==> config.mk <==
export PLATFORM = sky130hd
export DESIGN_NAME = refclk_gen_flat
export DESIGN_NICKNAME = d
export VERILOG_FILES = /design/src/rtl/refclk_gen_if.sv /design/src/rtl/refclk_gen.sv /design/src/flat_wrapper.sv
export SDC_FILE = /design/constraint.sdc
export NUM_CORES = 1
export LEC_CHECK = 0
export BUFFER_PORTS_ARGS = -buffer_cell sky130_fd_sc_hd__buf_4
export CAP_MARGIN = 20
export CORE_ASPECT_RATIO = 1.4
export CORE_MARGIN = 2
export CORE_UTILIZATION = 45
export DETAILED_ROUTE_END_ITERATION = 12
export PLACE_DENSITY = 0.74
export SKIP_LAST_GASP = 1
export SLEW_MARGIN = 20
export SYNTH_ARGS = -nofsm -noshare
export SYNTH_HDL_FRONTEND = slang
export SYNTH_SLANG_ARGS = --single-unit
==> constraint.sdc <==
create_clock -name clk -period 3.1 [get_ports clk]
set_input_delay 0.62 -clock clk [delete_from_list [all_inputs] [get_ports clk]]
set_output_delay 0.62 -clock clk [all_outputs]
set_load 0.05 [all_outputs]
==> src/rtl/refclk_gen_if.sv <==
// Control/status bundle for refclk_gen: per-channel enable, load and divisor in;
// tick, pending and square-wave strobes out.
interface refclk_gen_if #(
   parameter int NCH = 4,
   parameter int BW  = 8
);
   logic [NCH-1:0]    en_i;
   logic [NCH-1:0]    ld_i;
   logic [NCH*BW-1:0] div_i;
   logic              sync_i;
   logic [NCH-1:0]    tick_o;
   logic [NCH-1:0]    pend_o;
   logic [NCH-1:0]    sq_o;

   modport master (
      output en_i, ld_i, div_i, sync_i,
      input  tick_o, pend_o, sq_o
   );

   modport slave (
      input  en_i, ld_i, div_i, sync_i,
      output tick_o, pend_o, sq_o
   );
endinterface

==> src/rtl/refclk_gen.sv <==
// Multi-channel reference-tick generator with shadowed runtime divisors.
// Define REFCLK_GEN_SQ_EN to add the per-channel 50% duty square-wave output.
module refclk_gen_ch #(
   parameter int BW      = 8,
   parameter int DEF_DIV = 2
) (
   input  logic          clk,
   input  logic          rst_n,
   input  logic          en_i,
   input  logic          ld_i,
   input  logic [BW-1:0] div_i,
   input  logic          sync_i,
   output logic          tick_o,
   output logic          pend_o,
   output logic          sq_o
);
   localparam logic [BW-1:0] ONE = BW'(1);

   logic [BW-1:0] cnt_q, cnt_d;
   logic [BW-1:0] act_q, act_d;
   logic [BW-1:0] shd_q, shd_d;
   logic [BW-1:0] nxt;
   logic          pend_q, pend_d;
   logic          tick_q, tick_d;
`ifdef REFCLK_GEN_SQ_EN
   logic          sq_q, sq_d;
`endif

   always_comb begin
      nxt    = pend_q ? shd_q : act_q;
      cnt_d  = cnt_q;
      act_d  = act_q;
      shd_d  = shd_q;
      pend_d = pend_q;
      tick_d = 1'b0;
`ifdef REFCLK_GEN_SQ_EN
      sq_d   = sq_q;
`endif
      // Restart (sync, disabled or idle divisor) reloads a full period and lands any pending divisor
      if (sync_i || !en_i || act_q == '0) begin
         cnt_d  = nxt - ONE;
         act_d  = nxt;
         pend_d = 1'b0;
`ifdef REFCLK_GEN_SQ_EN
         sq_d   = 1'b0;
`endif
      end else if (cnt_q == '0) begin
         cnt_d  = nxt - ONE;
         act_d  = nxt;
         pend_d = 1'b0;
         tick_d = 1'b1;
`ifdef REFCLK_GEN_SQ_EN
         sq_d   = ~sq_q;
`endif
      end else begin
         cnt_d  = cnt_q - ONE;
      end
      // A same-edge load is only captured in the shadow; it waits for the following wrap
      if (ld_i) begin
         shd_d  = div_i;
         pend_d = 1'b1;
      end
   end

   always_ff @(posedge clk or negedge rst_n) begin
      if (!rst_n) begin
         cnt_q  <= BW'(DEF_DIV - 1);
         act_q  <= BW'(DEF_DIV);
         shd_q  <= BW'(DEF_DIV);
         pend_q <= 1'b0;
         tick_q <= 1'b0;
      end else begin
         cnt_q  <= cnt_d;
         act_q  <= act_d;
         shd_q  <= shd_d;
         pend_q <= pend_d;
         tick_q <= tick_d;
      end
   end

`ifdef REFCLK_GEN_SQ_EN
   always_ff @(posedge clk or negedge rst_n) begin
      if (!rst_n) sq_q <= 1'b0;
      else        sq_q <= sq_d;
   end
   assign sq_o = sq_q;
`else
   assign sq_o = 1'b0;
`endif

   assign tick_o = tick_q;
   assign pend_o = pend_q;
endmodule

module refclk_gen #(
   parameter int NCH     = 4,
   parameter int BW      = 8,
   parameter int DEF_DIV = 2
) (
   input  logic        clk,
   input  logic        rst_n,
   refclk_gen_if.slave bus
);
   logic [NCH-1:0] tick, pend, sq;

   for (genvar c = 0; c < NCH; c++) begin : g_ch
      refclk_gen_ch #(.BW(BW), .DEF_DIV(DEF_DIV)) u_ch (
         .clk    (clk),
         .rst_n  (rst_n),
         .en_i   (bus.en_i[c]),
         .ld_i   (bus.ld_i[c]),
         .div_i  (bus.div_i[c*BW +: BW]),
         .sync_i (bus.sync_i),
         .tick_o (tick[c]),
         .pend_o (pend[c]),
         .sq_o   (sq[c])
      );
   end

   assign bus.tick_o = tick;
   assign bus.pend_o = pend;
   assign bus.sq_o   = sq;
endmodule

==> src/flat_wrapper.sv <==
// flat-port wrapper written by rule: the top's interface ports become plain ports
module refclk_gen_flat 
#(
   parameter int NCH     = 4,
   parameter int BW      = 8,
   parameter int DEF_DIV = 2
)
  (clk, rst_n, bus_en_i, bus_ld_i, bus_div_i, bus_sync_i, bus_tick_o, bus_pend_o, bus_sq_o);
  refclk_gen_if #(.NCH(NCH), .BW(BW)) bus_i ();
  input  logic clk;
  input  logic rst_n;
  input wire logic [$bits(bus_i.en_i)-1:0] bus_en_i;
  input wire logic [$bits(bus_i.ld_i)-1:0] bus_ld_i;
  input wire logic [$bits(bus_i.div_i)-1:0] bus_div_i;
  input wire logic [$bits(bus_i.sync_i)-1:0] bus_sync_i;
  output wire logic [$bits(bus_i.tick_o)-1:0] bus_tick_o;
  output wire logic [$bits(bus_i.pend_o)-1:0] bus_pend_o;
  output wire logic [$bits(bus_i.sq_o)-1:0] bus_sq_o;
  assign bus_i.en_i = bus_en_i;
  assign bus_i.ld_i = bus_ld_i;
  assign bus_i.div_i = bus_div_i;
  assign bus_i.sync_i = bus_sync_i;
  assign bus_tick_o = bus_i.tick_o;
  assign bus_pend_o = bus_i.pend_o;
  assign bus_sq_o = bus_i.sq_o;
  refclk_gen #(.NCH(NCH), .BW(BW), .DEF_DIV(DEF_DIV)) u_core (.clk(clk), .rst_n(rst_n), .bus(bus_i));
endmodule
==> Word-level counts from Yosys, hierarchy flattened <==
Cells that the tools add are included.
{ "totals": {"out_inout_bits": 12, "regBits": 104, "elab_cells": 96, "in_bits": 43} }
{ "op_classes": {"muxes": 40, "addsub": 8, "n_reduce_logical": 28} }
{ "op_table": {"columns": ["operator", "count"], "rows": [
  ["two-way mux 8 bit", 20],
  ["logical NOT 8 bit", 8],
  ["subtractor 8 x 1 -> 8 bit (second input constant)", 8],
  ["two-way mux 1 bit", 20],
  ["nonzero test 3 bit", 4],
  ["logical OR 1 bit", 8],
  ["nonzero test 2 bit", 4],
  ["logical NOT 1 bit", 4]
]} }

==> Longest topological paths before layout <==
Gate-level depths: netlist of run 1.
{ "logic_depth": {"word_depth": 5, "mapped_depth": 8, "mapped_depth_nobuf": 6} }

==> Modules after synthesis <==
From an unflattened synthesis of run 1, not the netlist that was laid out.
{ "unflattened": {"cells_unflattened": 492, "hier_area_um2": 5671.7} }
{ "by_module_without_submodules": {"columns": ["module", "seq_area_each_um2", "area_per_inst_um2", "instances", "cells_per_inst"], "rows": [
  ["refclk_gen_ch (u_core.g_ch[1].u_ch ...)", 654.4, 1410.1, 3, 123],
  ["refclk_gen_ch (u_core.g_ch[0].u_ch)", 654.4, 1441.4, 1, 123]
]} }

==> Least setup slack after synthesis of run 1 <==
OpenSTA, ideal clock, no wires.
{ "synth_timing": {"path_type": "flip-flop to flip-flop", "startpoint": "reg u_core.g_ch[0].u_ch.pend_q", "endpoint": "reg u_core.g_ch[0].u_ch.cnt_q[6]", "n_path_buf": 2, "period_less_slack_ps": 2251, "t_required_ps": 3018, "slack_ps": 849, "setup_ps": 82, "t_arrival_ps": 2169, "stages_incl_launch_ff": 8, "path_cell_list": "dfrtp_1 clkbuf_1 clkbuf_1 mux2i_1 ha_1 o21ai_0 or3b_2 a31oi_1"} }
{ "synth_between": {"elab_chain_len": 4} }
{ "synth_rtl": {"columns": ["item", "line", "rtl"], "rows": [
  ["start: declaration", "refclk_gen.sv:23", "logic pend_q, pend_d;"],
  ["start signal: assignment", "refclk_gen.sv:76", "pend_q <= pend_d;"],
  ["two-way mux 8 bit (*)", "refclk_gen.sv:30", "nxt = pend_q ? shd_q : act_q;"],
  ["subtractor 8 x 1 -> 8 bit (*)", "refclk_gen.sv:41, refclk_gen.sv:48", null],
  ["two-way mux 8 bit", "refclk_gen.sv:47", "end else if (cnt_q == '0) begin"],
  ["two-way mux 8 bit (*)", "refclk_gen.sv:40", "if (sync_i || !en_i || act_q == '0) begin"],
  ["via u_core.g_ch[0].u_ch.cnt_d[6]", "refclk_gen.sv:19", "logic [BW-1:0] cnt_q, cnt_d;"],
  ["end signal: assignment", "refclk_gen.sv:67", "cnt_q <= BW'(DEF_DIV - 1);"],
  ["end signal: assignment", "refclk_gen.sv:73", "cnt_q <= cnt_d;"],
  ["end: declaration", "refclk_gen.sv:19", null]
]} }
The timed path passes the listed nets; every way through them passes the cells marked *.
A chain may end at the register's enable or synchronous reset.

==> Worst setup path after layout of run 1 <==
{ "layout_timing": {"startpoint": "reg u_core.g_ch[1].u_ch.cnt_q[2]", "endpoint": "reg u_core.g_ch[1].u_ch.act_q[3]"} }
{ "layout_between": {"elab_chain_len": 2} }
{ "layout_rtl": {"columns": ["item", "line", "rtl"], "rows": [
  ["start: declaration", "refclk_gen.sv:19", null],
  ["start signal: assignment", "refclk_gen.sv:67", null],
  ["start signal: assignment", "refclk_gen.sv:73", null],
  ["logical NOT 8 bit", "refclk_gen.sv:47", null],
  ["nonzero test 2 bit (no line)", null, null],
  ["end signal: assignment", "refclk_gen.sv:68", "act_q <= BW'(DEF_DIV);"],
  ["end signal: assignment", "refclk_gen.sv:74", "act_q <= act_d;"],
  ["end: declaration", "refclk_gen.sv:20", "logic [BW-1:0] act_q, act_d;"]
]} }
No other way between the ends.

==> results.md, run 1 <==
* Clock slew at reported path FFs at 70 ps
* Worst path bufs/invs at 0
* Sequential element share of the synthesized area at 0.483
* Post-Syn Area at 5420 sq um
* Number of gates resized after cts at 0
* Root buffer selected by CTS: clkbuf_16
* Crit-path slowest cell: or4_4
* CTS tree: yes
* Total Wirelength at 10.4 mm
* Worst path arrival time at 2600 ps
* P&R area growth vs syn at 13.6%
* Num CTS Buffers at 9
* Crit. End Element: flop
* Die ar. at 13,000 sq um
* Final #Nets at 587
* CP max stage delay at 570 ps
* Final period utilization at 0.764
* Crit-path leading delay family: simple AND/OR/NAND/NOR gates
* Fin. max-slew vios at 0
* Dpl hpwl at 7.48 mm
* Row count at 47
* Post-Layout Cell Count at 684
* Vias in the first global route at 3,861
* Cells after DPL at 668
* Peak supply drop at 368 uV
* Seq cells post-synth at 104
* Area leader, netlist: dfrtp_1
* Number of iterations in the first detailed-routing pass at 4
* Core Region at 11,800 sq um
* Worst-path fanout max at 24
* Final Hold Fails at 0
* CP Launch Type: flop
* Synth warn at 0
* Via density at 5.40
* Post-route DRC at 0
* Synthesized instance count at 495
* Mean Syn Cell Area at 11.0 sq um
* Final core occ at 0.521
* Setup-failing EPs final at 0
* Setup TNS at 0 ps
* Die Width at 96.8 microns
* Predominant post-synthesis flop cell: dfrtp_1
* Fillers at 1,014
* Most common cell in the netlist: dfrtp_1
* ANT cells at 0
* Cts hold-fix bufs at 0
* CTS Sinks at 104
* RSZ-0062 raised after global routing: no
* Remaining antenna violation count at 0
* Worst min path class: input port to async pin
* Fin crit period at 2370 ps
* Setup CP Type: flop to flop
* Worst slew pin tran at 847 ps
* Critical Path, Cell by Cell: or4_4, or4b_4, nand4b_4, nand2_4, mux2_4
* H-tree levels at 3
* Initial antenna violation count at 0
* CP required at 3330 ps
* GRT Resource Usage Total at 0.168
* Max_cap viols at 0
* Starting Density at 0.459
* PD cells at 622 nW/um^2
* # IOs at 55
* GRT overflow at 0
* Via Count at 3,695
* Post-synth top area share at 0.424
* Status: completed
* GPL Wtd Cong at 0.774
* Synth top area cells: dfrtp_1, mux2_2, dfstp_2, mux2i_1, xor2_1
* IO buf count at 50
* EDFF count, synth at 0
* Die outline height at 134 microns
* Iteration-0 DRC Markers at 146
* Post-synthesis async set-or-reset flop share at 1.00
* Ratio of cells with drive above 1 in the final layout at 0.263
* Synth cell types at 47
* Static leakage at 2.69 nW
* Top cells by count, synth: dfrtp_1, mux2_2, nand2_1
* Clock Latency Late Sink at 340 ps
* Rel. slew slack at 0.435
* Fin Hold WS at 384 ps
* First-pass GRT wire length at 17.9 mm
* Longest Clk Path Bufs at 2
* Max Fclk at 422 MHz
* Largest net degree at the start of global routing at 66
* Drt wl/cell at 15.2 microns
* Worst Skew at 4.24 ps
* Post-CTS Repair Setup Buffers at 0
* Final Power at 3.83 mW
[metal layers]
metal  GRT usage  vias up  part of all wire
met4      0.0759        0             0.029
li1            -     1812                 -
met3      0.0313       26             0.033
met1       0.196     1783              0.42
met2       0.299       74              0.52
met5           0        -                 0
[flip-flops by register name, indices dropped and copies added (netlist names)]
register,flops
u_core.g_ch.u_ch.cnt_q,32
u_core.g_ch.u_ch.tick_o,4
u_core.g_ch.u_ch.pend_o,4
u_core.g_ch.u_ch.shd_q,32
u_core.g_ch.u_ch.act_q,32
[logic make-up (layout without fill, tap and decap cells)]
| family | Yosys count | in the layout | synth area share |
|---|---|---|---|
| multiplexers | 81 | 81 | 0.164 |
| AND/OR/NAND/NOR | 135 | 135 | 0.128 |
| AO/OA/AOI/OAI | 73 | 73 | 0.0849 |
| XOR/XNOR | 44 | 44 | 0.0710 |
| flip-flops | 104 | 104 | 0.483 |
| buffers and inverters | 45 | 84 | 0.0411 |
| adder cells (fa/ha/maj) | 12 | 12 | 0.0277 |
| other | 1 | 4 | 0.000691 |
[where the power goes]
group          leakage, nW  internal (mW)  total, mW  switching [mW]
Combinational         1.35          0.436      0.856           0.420
Sequential            1.21           1.62       1.89           0.266
Clock                0.137          0.609       1.09           0.483
[through the flow]
stage	instance area, sq um	setup slack, ps
5_1_grt	6160	622
4_1_cts	6160	728
6_report	6160	731
2_1_floorplan	5440	849
3_5_place_dp	5870	743
3_3_place_gp	5870	777
[worst paths after layout]
check                                              from                      endpoint  slack, ps  cells after the start
hold reg to reg            u_core.g_ch[2].u_ch.act_q[1]  u_core.g_ch[2].u_ch.act_q[1]        520                      2
setup reg to reg           u_core.g_ch[1].u_ch.cnt_q[2]  u_core.g_ch[1].u_ch.act_q[3]        730                      5
setup / recovery           u_core.g_ch[1].u_ch.cnt_q[2]  u_core.g_ch[1].u_ch.act_q[3]        730                      5
min in group clk                           bus_div_i[3]  u_core.g_ch[0].u_ch.shd_q[3]        500                      2
max in group asynchronous                         rst_n  u_core.g_ch[3].u_ch.shd_q[1]       1960                      2
hold / removal                                    rst_n  u_core.g_ch[2].u_ch.shd_q[4]        380                      1
[cells in the final DEF, fill, tap and decap left out, types with 12 or more instances in the layout]
cell type,instances
ha_1,12
mux2_2,47
dfrtp_1,92
a21oi_1,18
o21ai_0,21
xnor2_1,20
nor3_1,24
mux2i_1,30
nand2_1,35
nor2_1,32
inv_1,14
dfstp_2,12
xor2_1,24
buf_4,53
[area by class of cell]
class	instances	area, sq um	share of cell area
clock buffer	12	267	0.0433
clock inverter	4	27.5	0.00447
inverter	14	52.6	0.00853
multi-input combinational	349	2590	0.421
sequential	104	2620	0.425
tap	147	184	0.0299
timing repair buffer	54	418	0.0678
No activity file was read; power rests on OpenSTA's default activity.
==> run 2, diff against run 1 <==
ABC_AREA = 1   (was unset)
PLACE_DENSITY = 0.73   (was 0.74)
clock period = 2.37 ns   (was 3.1 ns; I/O delays follow)
==> results.md, run 2 <==
* PD cells at 767 nW/um^2
* Most frequent cells in the layout: nand2_1, inv_1, dfrtp_1
* Mux contribution to synthesized area at 0
* Number of gates resized after cts at 0
* Via Count at 4,864
* EDFF count, synth at 0
* Worst path bufs/invs at 2
* Crit-path slowest cell: dfrtp_1
* Die ar. at 14,200 sq um
* Core Region at 12,900 sq um
* Largest regs: u_core.g_ch.u_ch.act_q: 32 flops, u_core.g_ch.u_ch.cnt_q: 32 flops, u_core.g_ch.u_ch.shd_q: 32 flops
* Synth Area in XOR/XNOR at 0.0309
* Setup-failing EPs final at 0
* Worst r2r path cells at 10
* CTS Sinks at 104
* GRT overflow at 0
* Total Wirelength at 11.8 mm
* Rel. slew slack at 0.634
* Crit. End Element: flop
* Remaining antenna violation count at 0
* R2r setup slk at 480 ps
* Die Width at 101 microns
* Die outline height at 140 microns
* Cts hold-fix bufs at 0
* Starting Density at 0.462
* Post-CTS Repair Setup Buffers at 0
* Worst path arrival time at 2130 ps
* Ratio of cells with drive above 1 in the final layout at 0.128
* Area leader, netlist: dfrtp_1
* Crit-path leading delay family: simple AND/OR/NAND/NOR gates
* CP Launch Type: flop
* Via density at 4.74
* Drt wl/cell at 11.5 microns
* Dpl hpwl at 8.92 mm
* Internal power at 3.51 mW
* Mean Syn Cell Area at 7.20 sq um
* Iteration-0 DRC Markers at 194
* Area of placed instances at 6400 sq um
* Worst-path fanout max at 16
* Root buffer selected by CTS: clkbuf_16
* Num CTS Buffers at 9
* Vias in the first global route at 4,735
* Pre-CTS setup slack at 517 ps
* Sw power at 1.65 mW
* Post-route DRC at 0
* Final Power at 5.17 mW
* Row count at 49
* Compound-Gate Fraction of Synth Area at 0.0861
* First-pass GRT wire length at 20.6 mm
* Post-synth top area share at 0.387
* Synthesized instance count at 826
* Status: completed
* CP required at 2620 ps
* Post-Layout Cell Count at 1,027
* Clock Latency Late Sink at 350 ps
* Number of iterations in the first detailed-routing pass at 4
* Max_cap viols at 0
* Static leakage at 3.64 nW
* Setup TNS at 0 ps
* Critical Path, Cell by Cell: nand2_1, nand2_1, ha_1, inv_1, nor2_2, nand2_1, nand2_1, nand3_1, nand2_1, inv_1
* Clock share of power at 0.316
* Critical Path Most Common Cell: nand2_1
* Final period utilization at 0.797
* Synth top area cells: dfrtp_1, nand2_1, inv_1, o21ai_0, dfstp_2
* Peak supply drop at 421 uV
* Setup ws final at 482 ps
* Worst min path class: input port to async pin
* Max Fclk at 530 MHz
* Worst Skew at 5.48 ps
* P&R area growth vs syn at 13.3%
* Post-route cell area at 6730 sq um
* Post-Syn Area at 5940 sq um
* Worst r2r dst: u_core.g_ch[3].u_ch.cnt_q[4]
* R2r startpoint: u_core.g_ch[3].u_ch.pend_o
* Longest Clk Path Bufs at 2
* Fin. max-slew vios at 0
* CP max stage delay at 690 ps
* Largest family of logic cells by synthesized area: simple AND/OR/NAND/NOR gates
* Final #Nets at 924
* Clock slew at reported path FFs at 70 ps
* RSZ-0062 raised after global routing: no
* Largest net degree at the start of global routing at 66
* GRT Resource Usage Total at 0.180
* Switching share of total power at 0.320
* Cells after DPL at 1,011
* Worst slew pin tran at 548 ps
* Commonest non-fill, non-tap cell in the layout: nand2_1
* H-tree levels at 3
* Seq cells post-synth at 104
* # IOs at 55
* CTS tree: yes
* IO buf count at 50
* Fin crit period at 1890 ps
* Top cells by count, synth: nand2_1, inv_1, dfrtp_1
* Post-synthesis async set-or-reset flop share at 1.00
* Synth warn at 0
* Comb power frac at 0.247
* Simple-Gate Fraction of Synth Area at 0.300
* GPL Wtd Cong at 0.857
* Initial antenna violation count at 0
* Post-synthesis adder-cell area fraction at 0.0253
* Predominant post-synthesis flop cell: dfrtp_1
* Final Hold Fails at 0
* Sequential element share of the synthesized area at 0.440
* Sequential power share at 0.437
* Synth cell types at 28
* ANT cells at 0
* Setup CP Type: flop to flop
* Most common cell in the netlist: nand2_1
## run 2: cell types whose count changed after synthesis, moves of 14 or more
cell,delta
nand3_1,+31
mux2_2,-47
nor3_1,-21
inv_1,+116
nand4_1,+15
a21oi_1,-14
mux2i_1,-30
xnor2_1,-17
o21ai_0,+62
nor2_1,+21
nand2_1,+259
## run 2: worst max path at each step
stage                                               to                        from  slack [ps]  cells past startpoint
final                     u_core.g_ch[3].u_ch.cnt_q[4]  u_core.g_ch[3].u_ch.pend_o         480                     10
after CTS                 u_core.g_ch[3].u_ch.cnt_q[4]  u_core.g_ch[3].u_ch.pend_o         490                     11
after floorplan           u_core.g_ch[3].u_ch.cnt_q[6]  u_core.g_ch[3].u_ch.pend_o         840                     12
after global routing      u_core.g_ch[2].u_ch.cnt_q[6]  u_core.g_ch[2].u_ch.pend_o         300                     11
after detailed placement  u_core.g_ch[3].u_ch.cnt_q[4]  u_core.g_ch[3].u_ch.pend_o         520                     10
after global placement    u_core.g_ch[2].u_ch.cnt_q[6]  u_core.g_ch[2].u_ch.pend_o         530                     11
## run 2: cells by family (layout without fill, tap and decap cells)
logic type | after synthesis | in the layout
AO/OA/AOI/OAI | 98 | 98
XOR/XNOR | 21 | 21
adder cells (fa/ha/maj) | 12 | 12
buffers and inverters | 162 | 207
flip-flops | 104 | 104
other | 1 | 4
AND/OR/NAND/NOR | 428 | 428
## run 2: worst reg2reg max path: cells and delay by family (launching register included)
kind	cells	cell delay, ps
adder cells (fa/ha/maj)	1	200
buffers and inverters	2	90
AND/OR/NAND/NOR	7	810
flip-flops	1	690
## run 2: routing by layer
layer  GRT usage  part of all wire  up-vias
met1       0.222              0.44     2170
met5           0                 0        -
met4      0.0733             0.019        0
met3      0.0190             0.025       13
met2       0.317              0.52       71
li1            -                 -     2610
## run 2: power by group through the flow
stage                     Clock (mW)  Combinational (mW)  Sequential (mW)
after global routing            1.74                1.50             2.29
after CTS                       1.67                1.29             2.25
after detailed placement           0                1.28             2.29
after floorplan                    0               0.995             2.23
final                           1.63                1.28             2.25
after global placement             0                1.26             2.28
## run 2: cell type report
| class | instances | area, sq um |
|---|---|---|
| Tap cell | 153 | 191 |
| Inverter | 134 | 503 |
| Multi-Input combinational cell | 563 | 2650 |
| Clock buffer | 12 | 256 |
| Clock inverter | 4 | 76.3 |
| Timing Repair Buffer | 57 | 440 |
| Sequential cell | 104 | 2620 |
| Fill cell | 1225 | 6140 |
## run 2: through the flow
| step | utilization | hold slack, ps |
|---|---|---|
| CTS | 0.523 | 39.1 |
| global route | 0.523 | 51.3 |
| finish | 0.523 | 33.0 |
| detailed placement | 0.497 | 411 |
| floorplan | - | 178 |
| global placement | 0.497 | 414 |
